<file path="config.mk">
export PLATFORM = sky130hd
export DESIGN_NAME = wash_sequencer
export DESIGN_NICKNAME = d
export VERILOG_FILES = /design/src/rtl/wash_sequencer.sv
export SDC_FILE = /design/constraint.sdc
export NUM_CORES = 1
export LEC_CHECK = 0
export CAP_MARGIN = 20
export CORE_MARGIN = 2
export CORE_UTILIZATION = 55
export DETAILED_ROUTE_END_ITERATION = 10
export DONT_BUFFER_PORTS = 1
export PLACE_DENSITY = 0.77
export SLEW_MARGIN = 20
export SYNTH_ARGS = -nofsm -noshare
export SYNTH_HDL_FRONTEND = slang
export SYNTH_SLANG_ARGS = --single-unit
</file>
<file path="constraint.sdc">
create_clock -name clk -period 3.9 [get_ports clk]
set_input_delay 0.78 -clock clk [delete_from_list [all_inputs] [get_ports clk]]
set_output_delay 0.78 -clock clk [all_outputs]
set_load 0.03 [all_outputs]
</file>
<file path="src/rtl/wash_sequencer.sv">
// Washing-machine program sequencer: fill, forward/reverse agitation loops with
// motor dead time, drain, repeated for each rinse pass; supports pause and abort.
module wash_sequencer #(
   parameter int TICK_WIDTH = 16,
   parameter int LOOP_WIDTH = 8,
   parameter int PASS_WIDTH = 3,
   parameter int DEAD_TICKS = 2
) (
   input  logic                  clk,
   input  logic                  rst_n,
   input  logic                  start,
   input  logic                  pause,
   input  logic                  abort,
   input  logic [TICK_WIDTH-1:0] cfg_fill_ticks,
   input  logic [TICK_WIDTH-1:0] cfg_agit_ticks,
   input  logic [LOOP_WIDTH-1:0] cfg_agit_loops,
   input  logic [TICK_WIDTH-1:0] cfg_drain_ticks,
   input  logic [PASS_WIDTH-1:0] cfg_rinses,
   output logic                  ctrl_fill,
   output logic                  ctrl_release,
   output logic                  ctrl_forward,
   output logic                  ctrl_reverse,
   output logic                  busy,
   output logic                  done,
   output logic                  aborted
);

   typedef enum logic [2:0] {
      IDLE, FILL, FWD, DEAD_F, REV, DEAD_R, DRAIN, ABORT_DRAIN
   } state_t;

   localparam logic [TICK_WIDTH-1:0] TICK_ONE = TICK_WIDTH'(1);
   localparam logic [TICK_WIDTH-1:0] DEAD_LEN = TICK_WIDTH'(DEAD_TICKS);
   localparam logic [LOOP_WIDTH-1:0] LOOP_ONE = LOOP_WIDTH'(1);
   localparam logic [PASS_WIDTH-1:0] PASS_ONE = PASS_WIDTH'(1);

   function automatic logic [TICK_WIDTH-1:0] at_least_one(input logic [TICK_WIDTH-1:0] v);
      return (v == '0) ? TICK_ONE : v;
   endfunction

   state_t                state_q, state_d;
   logic [TICK_WIDTH-1:0] tick_q, tick_d;
   logic [LOOP_WIDTH-1:0] loop_q, loop_d;
   logic [PASS_WIDTH-1:0] pass_q, pass_d;
   logic                  paused_q, paused_d;
   logic [TICK_WIDTH-1:0] fill_len_q, fill_len_d;
   logic [TICK_WIDTH-1:0] agit_len_q, agit_len_d;
   logic [TICK_WIDTH-1:0] drain_len_q, drain_len_d;
   logic [LOOP_WIDTH-1:0] loops_q, loops_d;
   logic [PASS_WIDTH-1:0] rinses_q, rinses_d;
   logic                  fill_d, release_d, forward_d, reverse_d, busy_d, done_d, aborted_d;

   // tick_q holds the cycles left in the current phase including this one;
   // paused_q marks the current cycle as frozen so it does not consume a tick.
   always_comb begin
      state_d     = state_q;
      tick_d      = tick_q;
      loop_d      = loop_q;
      pass_d      = pass_q;
      paused_d    = pause;
      fill_len_d  = fill_len_q;
      agit_len_d  = agit_len_q;
      drain_len_d = drain_len_q;
      loops_d     = loops_q;
      rinses_d    = rinses_q;
      done_d      = 1'b0;
      aborted_d   = 1'b0;

      if (state_q == IDLE) begin
         if (start) begin
            fill_len_d  = at_least_one(cfg_fill_ticks);
            agit_len_d  = at_least_one(cfg_agit_ticks);
            drain_len_d = at_least_one(cfg_drain_ticks);
            loops_d     = cfg_agit_loops;
            rinses_d    = cfg_rinses;
            pass_d      = '0;
            loop_d      = '0;
            state_d     = FILL;
            tick_d      = at_least_one(cfg_fill_ticks);
         end
      end else if (abort && state_q != ABORT_DRAIN) begin
         // Abort wins over pause so the tub always starts emptying right away.
         state_d  = ABORT_DRAIN;
         tick_d   = drain_len_q;
         paused_d = 1'b0;
      end else if (!paused_q) begin
         if (tick_q != TICK_ONE) begin
            tick_d = tick_q - TICK_ONE;
         end else begin
            unique case (state_q)
               FILL: begin
                  if (loops_q == '0) begin
                     state_d = DRAIN;
                     tick_d  = drain_len_q;
                  end else begin
                     state_d = FWD;
                     tick_d  = agit_len_q;
                     loop_d  = loops_q;
                  end
               end
               FWD: begin
                  state_d = DEAD_F;
                  tick_d  = DEAD_LEN;
               end
               DEAD_F: begin
                  state_d = REV;
                  tick_d  = agit_len_q;
               end
               REV: begin
                  state_d = DEAD_R;
                  tick_d  = DEAD_LEN;
               end
               DEAD_R: begin
                  if (loop_q != LOOP_ONE) begin
                     state_d = FWD;
                     tick_d  = agit_len_q;
                     loop_d  = loop_q - LOOP_ONE;
                  end else begin
                     state_d = DRAIN;
                     tick_d  = drain_len_q;
                  end
               end
               DRAIN: begin
                  if (pass_q < rinses_q) begin
                     state_d = FILL;
                     tick_d  = fill_len_q;
                     pass_d  = pass_q + PASS_ONE;
                  end else begin
                     state_d = IDLE;
                     tick_d  = '0;
                     done_d  = 1'b1;
                  end
               end
               ABORT_DRAIN: begin
                  state_d   = IDLE;
                  tick_d    = '0;
                  aborted_d = 1'b1;
               end
               default: begin
                  state_d = IDLE;
                  tick_d  = '0;
               end
            endcase
         end
      end

      fill_d    = (state_d == FILL) && !paused_d;
      forward_d = (state_d == FWD) && !paused_d;
      reverse_d = (state_d == REV) && !paused_d;
      release_d = (state_d == DRAIN || state_d == ABORT_DRAIN) && !paused_d;
      busy_d    = (state_d != IDLE);
   end

   always_ff @(posedge clk) begin
      if (!rst_n) begin
         state_q      <= IDLE;
         tick_q       <= '0;
         loop_q       <= '0;
         pass_q       <= '0;
         paused_q     <= 1'b0;
         fill_len_q   <= '0;
         agit_len_q   <= '0;
         drain_len_q  <= '0;
         loops_q      <= '0;
         rinses_q     <= '0;
         ctrl_fill    <= 1'b0;
         ctrl_release <= 1'b0;
         ctrl_forward <= 1'b0;
         ctrl_reverse <= 1'b0;
         busy         <= 1'b0;
         done         <= 1'b0;
         aborted      <= 1'b0;
      end else begin
         state_q      <= state_d;
         tick_q       <= tick_d;
         loop_q       <= loop_d;
         pass_q       <= pass_d;
         paused_q     <= paused_d;
         fill_len_q   <= fill_len_d;
         agit_len_q   <= agit_len_d;
         drain_len_q  <= drain_len_d;
         loops_q      <= loops_d;
         rinses_q     <= rinses_d;
         ctrl_fill    <= fill_d;
         ctrl_release <= release_d;
         ctrl_forward <= forward_d;
         ctrl_reverse <= reverse_d;
         busy         <= busy_d;
         done         <= done_d;
         aborted      <= aborted_d;
      end
   end

endmodule

</file>
==> results of run 1 <==
-- final cells by class --
type / count / area, um^2 / share of cell area, %
multi-input cells: 448 / 2770 / 54.2
flip-flops and latches: 97 / 1940 / 37.9
well taps: 108 / 135 / 2.64
clock buffers: 9 / 124 / 2.42
clock inverters: 6 / 57.6 / 1.12
repair buffers: 6 / 45.0 / 0.880
inverters: 11 / 41.3 / 0.807
-- logic make-up after synthesis --
logic type      Yosys count  synth area share [%]
compound gates          201                  29.3
xor+xnor                 12                  2.13
fa+ha+maj                 7                  1.77
buf+inv                  55                  4.71
flops                    97                  39.3
mux                       1                 0.203
simple gates            227                  22.6
-- registers in the layout, indices dropped and copies added, names as in the netlist --
register	flops
pass_q	3
loop_q	8
ctrl_release	1
loops_q	8
rinses_q	3
aborted	1
busy	1
ctrl_fill	1
ctrl_forward	1
done	1
fill_len_q	16
tick_q	16
ctrl_reverse	1
state_q	3
paused_q	1
drain_len_q	16
agit_len_q	16
-- cell usage after synthesis, drive strengths merged, types with 4 or more instances --
cell,instances,area [um^2]
or4,7,56.3
and2,5,31.3
a211oi,4,30.0
a22o,12,105
buf,11,67.6
dfxtp,97,1940
o221a,14,158
nor2,32,120
o21ai,19,95.1
nor4b,5,58.8
ha,7,87.6
a222oi,9,90.1
a21oi,67,335
nor2b,5,31.3
nand3,12,60.1
nand2,114,430
o211ai,21,168
nor3,8,50.1
or3,8,50.1
inv,10,37.5
xor2,10,87.6
clkbuf,33,124
o311ai,4,35.0
a22oi,22,165
nor4,18,134
-- critical path: cells and delay by family, from the launching register on --
kind            cells  cell delay, ps
flops               1             830
simple gates        2             940
compound gates      4            1010
-- metrics by stage --
step	power (uW)	instance area [um^2]
after global routing	2610	5120
after global placement	1810	4930
after CTS	2460	5110
final	2470	5120
after floorplan	1700	4940
after detailed placement	1820	4930
-- cell usage in the layout, fill, tap and decap left out, types with 3 or more instances in the layout --
| cell type | netlist | layout |
|---|---|---|
| nand2_1 | 113 | 113 |
| a211oi_1 | 4 | 4 |
| o21a_1 | 3 | 3 |
| nor4b_1 | 4 | 4 |
| or4_1 | 6 | 6 |
| a22oi_1 | 22 | 22 |
| nand3_1 | 12 | 12 |
| inv_6 | 0 | 3 |
| o221a_2 | 8 | 8 |
| a32o_1 | 3 | 3 |
| nor2_1 | 32 | 32 |
| o21ai_0 | 18 | 18 |
| o211ai_1 | 19 | 19 |
| inv_1 | 10 | 10 |
| nor2b_1 | 5 | 5 |
| clkbuf_8 | 0 | 9 |
| buf_4 | 2 | 6 |
| o221a_1 | 6 | 6 |
| nor3_1 | 6 | 6 |
| dfxtp_1 | 97 | 97 |
| nor4_1 | 16 | 16 |
| o31a_1 | 3 | 3 |
| or3_1 | 8 | 8 |
| o22ai_1 | 3 | 3 |
| o311ai_0 | 4 | 4 |
| nand4_1 | 3 | 3 |
| a21oi_1 | 67 | 66 |
| ha_1 | 7 | 7 |
| a22o_1 | 12 | 12 |
| and2_1 | 5 | 4 |
| a222oi_1 | 9 | 9 |
| xor2_1 | 10 | 10 |
-- how the worst min path moves through the flow --
stage | to | slack [ps]
floorplan | rinses_q[0] | 430
global placement | fill_len_q[7] | 440
detailed placement | fill_len_q[9] | 450
CTS | fill_len_q[14] | 460
global route | fill_len_q[5] | 490
finish | fill_len_q[14] | 460
-- routing by layer --
layer | track usage, % | vias up | share of wire [%]
met3 | 8.51 | 21 | 11
li1 | - | 2180 | -
met1 | 41.1 | 2176 | 45
met4 | 6.74 | 0 | 1.6
met5 | 0 | - | 0
met2 | 41.4 | 256 | 43
-- power groups by stage --
stage	registers, uW	logic [uW]	clock network, uW
2_1_floorplan	1180	518	0
3_3_place_gp	1220	588	0
3_5_place_dp	1230	599	0
4_1_cts	1200	604	656
5_1_grt	1220	682	702
6_report	1210	613	646
==> metrics.txt, run 1 <==
status=complete, no violations; Inst Count DP=670; first-pass GRT wire length=22000 um; Congestion Overflow GR=0; worst hold margin=462 ps; vias in the first global route=4220; CP max stage delay=830 ps; Wirelength per Cell=19.7 um; die footprint=a little under 0.01 mm^2; pin count of the biggest net entering global routing=36; number of enable flip-flop cells after synthesis=0; hold path startpoint=fill_len_q[14]; critical-path cell list=a21boi_0, o22ai_1, nor3b_2, o21bai_4, or3_1, o31ai_2; Seq pwr share=roughly half; I/O pin count=71; Crit Path Max Fanout=24; final std cells w/o fill=between 600 and 700; via count=4633; Worst setup endpoint=loop_q[0]; crit start category=flop; DRC Markers=0; Final nets=roughly 640; FF-to-FF Start=state_q[2]; Cell Int Power=1570 uW; ys async rst share=0%; crit end category=flop; RSZ-0062 raised after global routing=false; sw frac=36.2%; PD cells=482 mW/mm^2; combinational share of power=24.8%; Clock Tree Root=clkbuf_8; Antenna Violating Nets Remaining=0; synthesized flop and latch total=97; Inserted Clock Buffers=9; Worst Setup SP=state_q[2]; Core Rows=34; Leak=0.00172 uW; crit path time final=roughly 2900 ps; drt pass-1 iters=8; maximum VDD drop=0.263 mV; clk_skew=approximately 18 ps; DP Worst Slack=1080 ps; die height=about 99 um; Hold Vio Cnt, Final=0; Final Slew Violations=0; fillers=794; hold crit path type=reg -> reg; WL final=13500 um; net load switching power=just under 900 uW; warnings from Yosys=0; clk sinks=97; CORE AREA=0.00872 mm^2; Syn Nets=around 670; Clk Latency, worst-skew pair=a little under 400 ps; number of cells on the worst reg-to-reg path=6; CTS Hold Bufs=0; die width=98.8 um; Synth-to-Final Area Change=3.62%; Starting Density=about 57%; Worst Hold Path Cells=2; Max-cap violations=0; clock-pin slew on the worst setup and hold paths=100 ps; CTS tree=yes; H-tree levels=3; Syn Std Cell Area=roughly 0.0049 mm^2; layout cells sized above 1=under 10%; GPL Wtd Cong=0.960; Top FF cell, synth=dfxtp_1; postcts setup bufs=0; critical path's slowest cell=dfxtp_1; post-CTS resize count=0; post-synthesis sequential area ratio=39.3%; worst setup margin=roughly 1000 ps; Worst Path Required=4190 ps; post-DR vias/cell=6.76; r2r setup slk=1030 ps; final setup TNS=0 ps; Initial DRC Count=672; Final Setup Violations=0; Slew @ Worst Pin=slightly above 1000 ps; Clk pwr share=26.2%; Data arrival, critical path=3170 ps; Cells after Synth=600; gr usage total=28.3%; r2r endpoint=loop_q[0]; Worst slew margin=30.8%; initial antenna violation count=0; Max Clk Rate=~350 MHz; port bufs=0; detailed placement HPWL=9720 um; Clock Path Buffers=2; synthesized area per cell=8.23 um^2; Crit Path Class=reg -> reg; unique cell type count in the Yosys netlist=64; Util after Layout=58.7%; antenna cell count=0; crit share post-route=73.7%
No activity file was read; power rests on OpenSTA's default activity.
==> inputs of run 2 (changes only) <==
--- a/config.mk
+++ b/config.mk
@@ -10,7 +10,7 @@
 export CORE_UTILIZATION = 55
 export DETAILED_ROUTE_END_ITERATION = 10
 export DONT_BUFFER_PORTS = 1
-export PLACE_DENSITY = 0.77
+export PLACE_DENSITY = 0.8
 export SLEW_MARGIN = 20
 export SYNTH_ARGS = -nofsm -noshare
 export SYNTH_HDL_FRONTEND = slang
==> constraint.sdc (replaced) <==
create_clock -name clk -period 2.6 [get_ports clk]
set_input_delay 0.52 -clock clk [delete_from_list [all_inputs] [get_ports clk]]
set_output_delay 0.52 -clock clk [all_outputs]
set_load 0.03 [all_outputs]
==> metrics.txt, run 2 (synthesized netlist as in run 1, its figures left out) <==
Worst Path Required=2880 ps (was 4190 ps); met3 Resource Use GR=5.39% (was 8.51%); Crit Path Max Fanout=16 (was 24); WL final=13700 um (was 13500 um); Leak=0.00181 uW (was 0.00172 uW); clock-pin slew on the worst setup and hold paths=110 ps (was 100 ps); Core Rows=34 (unchanged); Hold Vio Cnt, Final=0 (unchanged); Final Power=3750 uW (was 2470 uW); first-pass GRT wire length=22600 um (was 22000 um); via count=4679 (was 4633); drt pass-1 iters=6 (was 8); Final Setup Violations=0 (unchanged); Max Clk Rate=403 MHz (was 348 MHz); Max-cap violations=0 (unchanged); Clk Latency, worst-skew pair=370 ps (was 390 ps); postcts setup bufs=0 (unchanged); RSZ-0062 raised after global routing=false (unchanged); die footprint=0.00976 mm^2 (unchanged); vias in the first global route=4337 (was 4220); antenna cell count=0 (unchanged); GR peak layer=met1 (was met2); Initial DRC Count=640 (was 672); Final nets=661 (was 644); Synth-to-Final Area Change=7.04% (was 3.62%); clk sinks=97 (unchanged); detailed placement HPWL=10100 um (was 9720 um); gr usage total=29.0% (was 28.3%); crit end category=flop (unchanged); Clock Tree Root=clkbuf_8 (unchanged); critical path's slowest cell=nor4_2 (was dfxtp_1); port bufs=0 (unchanged); Wirelength per Cell=19.5 um (was 19.7 um); commonest non-fill, non-tap cells in the layout=113 x nand2_1, 97 x dfxtp_1, 66 x a21oi_1 (unchanged); most common cell after layout, fill and taps aside=nand2_1 (unchanged); crit path time final=2480 ps (was 2870 ps); Final Slew Violations=0 (unchanged); met2 Use GR=40.1% (was 41.4%); status=complete, no violations (unchanged); post-CTS resize count=0 (unchanged); layout cells sized above 1=11.1% (was 8.49%); Inserted Clock Buffers=9 (unchanged); Worst slew margin=51.3% (was 30.8%); Clock Path Buffers=2 (unchanged); pin count of the biggest net entering global routing=41 (was 36); CTS tree=yes (unchanged); CTS Hold Bufs=0 (unchanged); CORE AREA=0.00872 mm^2 (unchanged); final setup TNS=0 ps (unchanged); crit share post-route=95.5% (was 73.7%); GPL Wtd Cong=1.01 (was 0.960); Data arrival, critical path=2760 ps (was 3170 ps); clk_skew=14.9 ps (was 17.9 ps); Starting Density=56.6% (unchanged); die width=98.8 um (unchanged); crit start category=flop (unchanged); die height=98.8 um (unchanged); post-DR vias/cell=6.66 (was 6.76); Congestion Overflow GR=0 (unchanged); maximum VDD drop=0.433 mV (was 0.263 mV); Worst path top cell family by delay=simple AND/OR/NAND/NOR gates (was compound AO/OA/AOI/OAI gates); H-tree levels=3 (unchanged); fillers=780 (was 794); critical-path cell list=nor4_2, nand3_1, or4_1, buf_4, or3_1, o211ai_1 (was a21boi_0, o22ai_1, nor3b_2, o21bai_4, or3_1, o31ai_2); CP max stage delay=540 ps (was 830 ps); Antenna Violating Nets Remaining=0 (unchanged); Worst Path Buf+Inv=1 (was 0); I/O pin count=71 (unchanged); initial antenna violation count=0 (unchanged); Slew @ Worst Pin=727 ps (was 1040 ps); met1 global-route usage=44.6% (was 41.1%); PD cells=709 mW/mm^2 (was 482 mW/mm^2); DRC Markers=0 (unchanged); Crit Path Class=reg -> reg (unchanged); hold crit path type=in -> reg (was reg -> reg)
==> run 2: cell types whose count changed in the layout (fill, tap and decap cells not counted) <==
cell        before  now
buf_12           0    1
buf_4            6   21
buf_6            0    1
clkinv_8         0    1
clkinvlp_4       0    2
inv_6            3    1
nor3_2           2    1
nor3_4           0    1
o211ai_2         2    1
o211ai_4         0    1
o21ai_1          0    1
o21ai_2          1    0
==> run 2: power by group <==
| part | switching [uW] | internal, uW |
|---|---|---|
| registers | 174 | 1630 |
| logic | 582 | 404 |
| clock network | 589 | 374 |
| total | 1340 | 2410 |
==> run 2: worst reg2reg max path, delay by kind of cell, from the launching register on <==
family / cells / cell delay [ps]
DFF: 1 / 380
and+or+nand+nor: 4 / 1720
AOI/OAI and AO/OA: 1 / 90
buffers and inverters: 1 / 210
==> run 2: path summary, 6_finish.rpt <==
| kind | startpoint | to | slack [ps] | cells after the start |
|---|---|---|---|---|
| worst max-delay path | tick_q[11] | tick_q[2] | 120 | 6 |
| worst min-delay path | cfg_agit_ticks[12] | agit_len_q[12] | 270 | 1 |
| worst max register to register | tick_q[11] | tick_q[2] | 120 | 6 |
| worst min register to register | rinses_q[2] | rinses_q[2] | 470 | 2 |
==> run 2: area by class of cell <==
type,count,area [um^2],share of cell area (%)
Multi-Input combinational cell,448,2790,52.7
Sequential cell,97,1940,36.7
Timing Repair Buffer,23,189,3.57
Tap cell,108,135,2.56
Clock buffer,9,124,2.34
Clock inverter,7,71.3,1.35
Inverter,11,41.3,0.781
==> run 2: metrics by stage <==
| stage | std cells | hold WS (ps) | area (um^2) | utilization (%) | setup slack (ps) |
|---|---|---|---|---|---|
| after floorplan | 600 | 432 | 4940 | - | 395 |
| after global placement | 687 | 444 | 5070 | 58.2 | 219 |
| final | 703 | 267 | 5290 | 60.6 | 117 |
| after global routing | 703 | 251 | 5290 | 60.6 | 27.1 |
| after CTS | 703 | 257 | 5270 | 60.4 | 149 |
| after detailed placement | 687 | 448 | 5070 | 58.2 | 172 |
==> run 2: routing by layer <==
layer,share of wire [%],up-vias
met3,9.5,22
met4,2.1,0
met2,41,243
met1,47,2196
met5,0,-
li1,-,2218
